`src/rtl/mc_core_ctrl_pkg.sv`:
```
// Shared types and constants for the multi-cycle core sequencer.
package mc_core_pkg;

  typedef enum logic [2:0] {
    StFetch  = 3'd0,
    StDecode = 3'd1,
    StExec   = 3'd2,
    StMem    = 3'd3,
    StWb     = 3'd4,
    StHalt   = 3'd5
  } state_e;

  localparam logic [31:0] NOP_INST         = 32'h0000_0013;
  localparam logic [31:0] DEFAULT_RESET_PC = 32'h8000_0000;

endpackage

```
`src/rtl/mc_core_ctrl_if.sv`:
```
// Instruction/data memory handshake bundle between the sequencer and the memories.
interface mc_core_ctrl_if #(
  parameter int unsigned XLEN = 32
);

  logic            imem_req_o;
  logic [XLEN-1:0] imem_addr_o;
  logic            imem_ready_i;
  logic [31:0]     imem_rdata_i;
  logic            dmem_req_o;
  logic            dmem_we_o;
  logic            dmem_ready_i;

  modport master (
    output imem_req_o, imem_addr_o, dmem_req_o, dmem_we_o,
    input  imem_ready_i, imem_rdata_i, dmem_ready_i
  );

  modport slave (
    input  imem_req_o, imem_addr_o, dmem_req_o, dmem_we_o,
    output imem_ready_i, imem_rdata_i, dmem_ready_i
  );

endinterface

```
`src/rtl/mem_wait_timer.sv`:
```
// Counts consecutive wait cycles of the active memory handshake and flags a bus timeout.
module mem_wait_timer #(
  parameter int unsigned TIMEOUT_W = 4
) (
  input  logic clk,
  input  logic rst,
  input  logic i_active,
  input  logic i_ready,
  output logic o_timeout
);

  // The limit-th cycle without ready times out; a ready on that same cycle wins.
  localparam logic [TIMEOUT_W-1:0] LAST_WAIT = TIMEOUT_W'((2 ** TIMEOUT_W) - 2);

  logic [TIMEOUT_W-1:0] r_cnt;
  logic                 w_waiting;

  assign w_waiting = i_active && !i_ready;
  assign o_timeout = w_waiting && (r_cnt == LAST_WAIT);

  always_ff @(posedge clk) begin
    if (rst) begin
      r_cnt <= '0;
    end else if (w_waiting && !o_timeout) begin
      r_cnt <= r_cnt + TIMEOUT_W'(1);
    end else begin
      r_cnt <= '0;
    end
  end

endmodule

```
`src/rtl/mc_core_ctrl.sv`:
```
// Multi-cycle sequencer: owns PC, instruction register, stage strobes, trap and counters.
module mc_core_ctrl
  import mc_core_pkg::*;
#(
  parameter int unsigned     XLEN      = 32,
  parameter logic [XLEN-1:0] RESET_PC  = XLEN'(DEFAULT_RESET_PC),
  parameter int unsigned     TIMEOUT_W = 4,
  parameter int unsigned     CNT_W     = 64
) (
  input  logic             clk,
  input  logic             rst,
  mc_core_ctrl_if.master   mem_bus,
  input  logic             is_load_i,
  input  logic             is_store_i,
  input  logic             branch_jump_i,
  input  logic [XLEN-1:0]  target_pc_i,
  output logic [31:0]      inst_o,
  output logic [XLEN-1:0]  pc_o,
  output logic             rd_we_o,
  output logic             retire_o,
  output logic             trap_o,
  output logic [CNT_W-1:0] cycle_cnt_o,
  output logic [CNT_W-1:0] instret_cnt_o
);

  state_e            r_state;
  state_e            w_state_next;
  logic [XLEN-1:0]   r_pc;
  logic [XLEN-1:0]   r_tgt;
  logic              r_taken;
  logic [31:0]       r_inst;
  logic              r_trap;
  logic [CNT_W-1:0]  r_cycle;
  logic [CNT_W-1:0]  r_instret;
  logic              w_imem_req;
  logic              w_dmem_req;
  logic              w_dmem_we;
  logic              w_rd_we;
  logic              w_retire;
  logic              w_wait_active;
  logic              w_wait_ready;
  logic              w_timeout;

  // FETCH and MEM are exclusive, so one timer serves both handshakes.
  assign w_wait_active = (r_state == StFetch) || (r_state == StMem);
  assign w_wait_ready  = (r_state == StFetch) ? mem_bus.imem_ready_i : mem_bus.dmem_ready_i;

  mem_wait_timer #(
    .TIMEOUT_W (TIMEOUT_W)
  ) u_mem_wait_timer (
    .clk       (clk),
    .rst       (rst),
    .i_active  (w_wait_active),
    .i_ready   (w_wait_ready),
    .o_timeout (w_timeout)
  );

  always_comb begin
    w_state_next = r_state;
    w_imem_req   = 1'b0;
    w_dmem_req   = 1'b0;
    w_dmem_we    = 1'b0;
    w_rd_we      = 1'b0;
    w_retire     = 1'b0;
    unique case (r_state)
      StFetch: begin
        w_imem_req = 1'b1;
        if (mem_bus.imem_ready_i) w_state_next = StDecode;
        else if (w_timeout)       w_state_next = StHalt;
      end
      StDecode: w_state_next = StExec;
      StExec:   w_state_next = (is_load_i || is_store_i) ? StMem : StWb;
      StMem: begin
        w_dmem_req = 1'b1;
        w_dmem_we  = is_store_i;
        if (mem_bus.dmem_ready_i) w_state_next = StWb;
        else if (w_timeout)       w_state_next = StHalt;
      end
      StWb: begin
        w_rd_we      = !(is_store_i || r_taken);
        w_retire     = 1'b1;
        w_state_next = StFetch;
      end
      StHalt:  w_state_next = StHalt;
      default: w_state_next = StFetch;
    endcase
  end

  always_ff @(posedge clk) begin
    if (rst) begin
      r_state   <= StFetch;
      r_pc      <= RESET_PC;
      r_tgt     <= '0;
      r_taken   <= 1'b0;
      r_inst    <= NOP_INST;
      r_trap    <= 1'b0;
      r_cycle   <= '0;
      r_instret <= '0;
    end else begin
      r_state <= w_state_next;
      r_cycle <= r_cycle + CNT_W'(1);
      if (w_timeout) r_trap <= 1'b1;
      if (r_state == StFetch && mem_bus.imem_ready_i) r_inst <= mem_bus.imem_rdata_i;
      if (r_state == StExec) begin
        r_taken <= branch_jump_i;
        r_tgt   <= target_pc_i;
      end
      if (r_state == StWb) begin
        r_pc      <= r_taken ? r_tgt : r_pc + XLEN'(4);
        r_instret <= r_instret + CNT_W'(1);
      end
    end
  end

  assign mem_bus.imem_req_o  = w_imem_req;
  assign mem_bus.imem_addr_o = r_pc;
  assign mem_bus.dmem_req_o  = w_dmem_req;
  assign mem_bus.dmem_we_o   = w_dmem_we;
  assign inst_o              = r_inst;
  assign pc_o                = r_pc;
  assign rd_we_o             = w_rd_we;
  assign retire_o            = w_retire;
  assign trap_o              = r_trap;
  assign cycle_cnt_o         = r_cycle;
  assign instret_cnt_o       = r_instret;

endmodule

```
`src/flat_wrapper.sv`:
```
// flat-port wrapper written by rule: the top's interface ports become plain ports
module mc_core_ctrl_flat import mc_core_pkg::*;
#(
  parameter int unsigned     XLEN      = 32,
  parameter logic [XLEN-1:0] RESET_PC  = XLEN'(DEFAULT_RESET_PC),
  parameter int unsigned     TIMEOUT_W = 4,
  parameter int unsigned     CNT_W     = 64
)
  (clk, rst, is_load_i, is_store_i, branch_jump_i, target_pc_i, inst_o, pc_o, rd_we_o, retire_o, trap_o, cycle_cnt_o, instret_cnt_o, mem_bus_imem_req_o, mem_bus_imem_addr_o, mem_bus_dmem_req_o, mem_bus_dmem_we_o, mem_bus_imem_ready_i, mem_bus_imem_rdata_i, mem_bus_dmem_ready_i);
  mc_core_ctrl_if #(.XLEN(XLEN)) mem_bus_i ();
  input  logic clk;
  input  logic rst;
  input  logic is_load_i;
  input  logic is_store_i;
  input  logic branch_jump_i;
  input  logic [XLEN-1:0] target_pc_i;
  output logic [31:0] inst_o;
  output logic [XLEN-1:0] pc_o;
  output logic rd_we_o;
  output logic retire_o;
  output logic trap_o;
  output logic [CNT_W-1:0] cycle_cnt_o;
  output logic [CNT_W-1:0] instret_cnt_o;
  output wire logic [$bits(mem_bus_i.imem_req_o)-1:0] mem_bus_imem_req_o;
  output wire logic [$bits(mem_bus_i.imem_addr_o)-1:0] mem_bus_imem_addr_o;
  output wire logic [$bits(mem_bus_i.dmem_req_o)-1:0] mem_bus_dmem_req_o;
  output wire logic [$bits(mem_bus_i.dmem_we_o)-1:0] mem_bus_dmem_we_o;
  input wire logic [$bits(mem_bus_i.imem_ready_i)-1:0] mem_bus_imem_ready_i;
  input wire logic [$bits(mem_bus_i.imem_rdata_i)-1:0] mem_bus_imem_rdata_i;
  input wire logic [$bits(mem_bus_i.dmem_ready_i)-1:0] mem_bus_dmem_ready_i;
  assign mem_bus_imem_req_o = mem_bus_i.imem_req_o;
  assign mem_bus_imem_addr_o = mem_bus_i.imem_addr_o;
  assign mem_bus_dmem_req_o = mem_bus_i.dmem_req_o;
  assign mem_bus_dmem_we_o = mem_bus_i.dmem_we_o;
  assign mem_bus_i.imem_ready_i = mem_bus_imem_ready_i;
  assign mem_bus_i.imem_rdata_i = mem_bus_imem_rdata_i;
  assign mem_bus_i.dmem_ready_i = mem_bus_dmem_ready_i;
  mc_core_ctrl #(.XLEN(XLEN), .RESET_PC(RESET_PC), .TIMEOUT_W(TIMEOUT_W), .CNT_W(CNT_W)) u_core (.clk(clk), .rst(rst), .mem_bus(mem_bus_i), .is_load_i(is_load_i), .is_store_i(is_store_i), .branch_jump_i(branch_jump_i), .target_pc_i(target_pc_i), .inst_o(inst_o), .pc_o(pc_o), .rd_we_o(rd_we_o), .retire_o(retire_o), .trap_o(trap_o), .cycle_cnt_o(cycle_cnt_o), .instret_cnt_o(instret_cnt_o));
endmodule
```
`config.mk`:
```
export PLATFORM = sky130hd
export DESIGN_NAME = mc_core_ctrl_flat
export DESIGN_NICKNAME = d
export VERILOG_FILES = /design/src/rtl/mc_core_ctrl_pkg.sv /design/src/rtl/mc_core_ctrl_if.sv /design/src/rtl/mem_wait_timer.sv /design/src/rtl/mc_core_ctrl.sv /design/src/flat_wrapper.sv
export SDC_FILE = /design/constraint.sdc
export NUM_CORES = 1
export LEC_CHECK = 0
export CAP_MARGIN = 20
export CORE_MARGIN = 3
export CORE_UTILIZATION = 65
export DETAILED_ROUTE_END_ITERATION = 12
export DONT_BUFFER_PORTS = 1
export MAX_ROUTING_LAYER = met4
export PLACE_DENSITY = 0.87
export SKIP_LAST_GASP = 1
export SYNTH_ARGS = -nofsm -noshare
export SYNTH_HDL_FRONTEND = slang
export SYNTH_SLANG_ARGS = --single-unit
```
`constraint.sdc`:
```
create_clock -name clk -period 3.9 [get_ports clk]
set_clock_uncertainty 0.1 [all_clocks]
set_input_delay 0.195 -clock clk [delete_from_list [all_inputs] [get_ports clk]]
set_output_delay 0.195 -clock clk [all_outputs]
set_load 0.02 [all_outputs]
```
== Word-level counts from Yosys, hierarchy flattened ==
Index checks and enable logic that the tools add are counted.
W data, S select, Z words.
Storage, ports and cells
  bits of input ports: 71
  flip-flop bits (word level): 233
  logic and storage cells: 44
  output and inout port bits: 230
Cells by class
  reductions and logical operators: 12
  equality and inequality tests: 6
  $add $sub $neg: 4
  bitwise operators: 1
  multiplexer cells: 12
Operators with widths (count)
  $add A64 B1 Y64 const B: 2
  $add A32 B3 Y32 const B: 1
  $mux W32: 1
  $pmux W3 S5: 1
  $mux W3: 4
  $eq A3 B2 Y1 const B: 2
  $eq A3 B3 Y1 const B: 2
  $mux W1: 6
  $add A4 B1 Y4 const B: 1
  $eq A4 B4 Y1 const B: 1
  $logic_and A1 B1 Y1: 4
  $eq A3 B1 Y1 const B: 1
  $logic_not A1 Y1: 3
  $logic_not A3 Y1: 1
  $logic_or A1 B1 Y1: 3
  $reduce_or A2 Y1: 1
  $not A1 Y1: 1

== Logic depth before layout (Yosys ltp) ==
  word-level depth: 9
  depth in mapped cells: 9
  mapped depth without buffers: 6

== Modules after synthesis ==
A second synthesis with hierarchy kept.
Second synthesis, totals
  cell total of the unflattened synthesis: 1349
  area total of the unflattened synthesis: 10906.7 µm²
By module, submodules not included
  mc_core_ctrl: area an instance 10734.0 µm², cells an instance 1331, instances 1
  mem_wait_timer: area an instance 172.7 µm², cells an instance 18, instances 1

== Least setup slack after synthesis ==
No wires, ideal clock.
  path type: register to register
  from: register u_core.r_pc[2] (netlist: u_core.mem_bus.imem_addr_o[2])
  to: register u_core.r_pc[22] (netlist: u_core.mem_bus.imem_addr_o[22])
  required time: 3686 ps
  cell stages (with the launch flop): 7
  arrival time: 2513 ps
  clock period less this slack: 2727 ps
  slack: 1173 ps
  setup time: 114 ps
  path through: dfxtp_1 > ha_1 > nand3_1 > nor4_1 > nand4_1 > mux2i_1 > a2111oi_0
Between the ends
  longest elaborated chain between the ends: 2
RTL lines
  start, declared: RTL line mc_core_ctrl.sv:28  | logic [XLEN-1:0] r_pc;
  start signal, assigned: RTL line mc_core_ctrl.sv:109  | r_pc <= r_taken ? r_tgt : r_pc + XLEN'(4);
  $add A32 B3 Y32: RTL line mc_core_ctrl.sv:109
  $mux W32: RTL line mc_core_ctrl.sv:109
No other way between the ends.
A chain may end at the register's enable or synchronous reset.

== Worst setup path in the final report ==
  from: register u_core.r_state[2]
  to: register u_core.r_pc[21] (netlist: u_core.mem_bus.imem_addr_o[21])
Between the ends
  longest elaborated chain between the ends: 1
RTL lines
  start, declared: RTL line mc_core_ctrl.sv:26  | state_e r_state;
  start signal, assigned: RTL line mc_core_ctrl.sv:91  | r_state <= StFetch;
  start signal, assigned: RTL line mc_core_ctrl.sv:100  | r_state <= w_state_next;
  $eq A3 B3 Y1: RTL line mc_core_ctrl.sv:108  | if (r_state == StWb) begin
No other way between the ends.

==> run_results.csv <==
group,metric,value,unit
run_status,status,"finished clean",
global_routing,grt_pass1_wl,48400,um
cells_and_area,final_common_cell,"dfxtp_1",
cells_and_area,final_util,76.0,%
yosys,seq_area_frac_synth,43.3,%
critical_path,path_class,"flip-flop to flip-flop",
timing,slew_violations,0,
yosys,synth_area_leaders,"dfxtp_1, nand2_1, a21oi_1",
cells_and_area,drive_gt1_share,6.02,%
routing,firstDrtPassIters,6,
yosys,synth-async-reset-ratio,0,%
timing,fin_setup_tns,0,ns
cells_and_area,final_cell_mix,"dfxtp_1, nand2_1, a21oi_1",
global_routing,antenna_found_initial,0,
job,drv_cap,0,
floorplanning,core_area,0.0161,mm^2
yosys,synth.top_cell.area_share,43.3,%
global_routing,gr-usage-met3,9.43,%
floorplanning,die_h,135,um
critical_path,required,4.14,ns
timing,setup_viol,0,
routing,antenna_left,0,
pwr,p_leak,4.13,nW
yosys,synth_cell_type_count,58,
floorplanning,io_pins,301,
global_routing,grt.total_usage,32.7,%
yosys,synth_top_area_cell,"dfxtp_1",
timing,rsz0062_at_grt,"false",
timing,timing.hold.ws,0.0376,ns
placement,place_congestion,0.908,
global_routing,use_met1,38.2,%
timing,tightest_slew,1.00,ns
routing,drt_iter0_drc,860,
timing,max_slew_margin,32.8,%
global_routing,use_met2,53.2,%
cts,clkSlewWorstSetupHoldPaths,0.07,ns
global_routing,grt_busiest_layer,"met2",
routing,drc,0,
placement,portBuffers,0,
placement,hpwl,18900,um
cells_and_area,area_delta_synth_final,13.3,%
cells_and_area,diodes,0,
critical_path,path_max_fanout,43,
global_routing,first_global_vias,9681,
routing,vias_per_cell,6.45,
timing,fin_crit,3.28,ns
cts,numCtsBuffers,24,
min_path,hold_class,"input pin to flip-flop",
cells_and_area,fill_cells,1095,
global_routing,grt_max_degree,213,
cts,ctsLongestPathBuffers,3,
timing,max_freq,305,MHz
yosys,synth-seq-cells,233,
critical_path,crit_path_end_kind,"flip-flop",
critical_path,worst_ep_arrival_time,3.51,ns
yosys,synth-edff-count,0,
yosys,synth_nets,1412,
floorplanning,row_count,46,
cts,postCtsSetupBuffers,0,
critical_path,worstSetupStartpointType,"flip-flop",
yosys,yosysWarnings,0,
cts,root_buffer,"clkbuf_16",
yosys,synth_area,0.0108,mm^2
cts,cts.sinks,233,
cells_and_area,layout.nets,1421,
cts,cts.repair.resized,0,
pwr,ir_drop,0.463,mV
routing,drt_wl_total,30200,um
cts,clock_latency,0.52,ns
routing,vias,10181,
floorplanning,die_w,135,um
timing,hold_viol_final,0,
floorplanning,initial_utilization,67.0,%
global_routing,overflow,0,
floorplanning,die_area,0.0181,mm^2
cts,cts_tree,"yes",
timing,period_share,84.1,%
routing,wl_per_cell,19.1,um
yosys,synth_area_per_cell,8.06,um^2
yosys,synth_cells,1336,
cts,htree_num_levels,1,
yosys,yosys_most_used_dff,"dfxtp_1",
pwr,powerDensity,442,mW/mm^2
power breakdown:
group	leakage [nW]	internal (mW)	total, mW	switching [mW]
Clock	0.395	1.40	2.36	0.955
Sequential	1.89	2.46	2.66	0.199
Combinational	1.85	0.154	0.371	0.217
layer usage:
layer  vias to the layer above  part of all wire (%)
li1                       4770                     -
met1                      4694                    38
met2                       601                    48
met3                       116                    11
met4                         0                   4.2
met5                         -                     0
state kept, by name, indices dropped and copies added, names as in the netlist:
| name | flops |
|---|---|
| u_core.r_taken | 1 |
| u_core.u_mem_wait_timer.r_cnt | 4 |
| u_core.instret_cnt_o | 64 |
| u_core.cycle_cnt_o | 64 |
| u_core.r_tgt | 32 |
| u_core.inst_o | 32 |
| u_core.mem_bus.imem_addr_o | 32 |
| u_core.trap_o | 1 |
| u_core.r_state | 3 |
synthesized netlist by cell type (6+ instances only):
cell	number
a21oi_1	136
a22oi_1	13
and2_1	7
and3_1	22
and4_1	11
buf_4	32
clkbuf_1	69
dfxtp_1	233
inv_1	19
mux2i_1	17
nand2_1	195
nand3_1	72
nand4_1	64
nor2_1	125
nor3_1	25
nor4_1	20
o21a_1	6
o21ai_0	44
o22ai_1	6
o31ai_1	18
or2_2	6
or3_1	40
or4_1	23
xnor2_1	23
xor2_1	45
stage by stage:
stage | instances | worst slack, ns | power, mW | instance area [um^2]
floorplan | 1336 | 1.17 | 2.95 | 10800
global placement | 1465 | 0.868 | 2.95 | 10700
detailed placement | 1465 | 0.757 | 2.97 | 10700
CTS | 1577 | 0.682 | 5.38 | 12200
global route | 1578 | 0.463 | 5.56 | 12200
finish | 1578 | 0.621 | 5.39 | 12200
path summary, 6_finish.rpt:
check | startpoint | depth (start not counted) | slack (ns) | endpoint
worst max-delay path | u_core.r_state[2]$_SDFF_PP0_ | 6 | 0.62 | u_core.mem_bus.imem_addr_o[21]$_SDFFE_PP0P_
worst min-delay path | mem_bus_imem_ready_i | 4 | 0.04 | u_core.inst_o[3]$_SDFFE_PP0P_
worst max register to register | u_core.r_state[2]$_SDFF_PP0_ | 6 | 0.62 | u_core.mem_bus.imem_addr_o[21]$_SDFFE_PP0P_
worst min register to register | u_core.r_tgt[2]$_SDFFE_PP0N_ | 2 | 0.36 | u_core.r_tgt[2]$_SDFFE_PP0N_
worst max-delay path, cell delays in order (launching register included):
cell	delay [ns]
dfxtp_1	0.56
or3b_1	0.51
buf_4	0.32
inv_1	0.52
buf_4	0.35
nor2_1	0.09
a2111oi_0	0.61
final cells by class:
| cell class | count | area, um^2 | area share [%] |
|---|---|---|---|
| Clock buffer | 36 | 716 | 5.87 |
| Timing Repair Buffer | 90 | 873 | 7.16 |
| Multi-Input combinational cell | 977 | 5500 | 45.1 |
| Tap cell | 216 | 270 | 2.22 |
| Sequential cell | 233 | 4660 | 38.2 |
| Clock inverter | 7 | 101 | 0.831 |
| Inverter | 19 | 71.3 | 0.585 |
cell families (layout without fill, tap and decap cells):
| kind of cell | after synthesis | count (layout) | share of synthesized area (%) |
|---|---|---|---|
| adder cells (fa/ha/maj) | 5 | 5 | 0.581 |
| flip-flops | 233 | 233 | 43.3 |
| multiplexers | 19 | 19 | 1.79 |
| AO/OA/AOI/OAI | 254 | 254 | 13.8 |
| buffers and inverters | 126 | 152 | 5.66 |
| XOR/XNOR | 68 | 68 | 5.53 |
| AND/OR/NAND/NOR | 631 | 631 | 29.3 |
repair_timing:
item,CTS,global route
setup endpoints to repair,0,0
hold buffers,69,0
endpoints found under the hold margin,226,0
No activity file was read; power rests on OpenSTA's default activity.
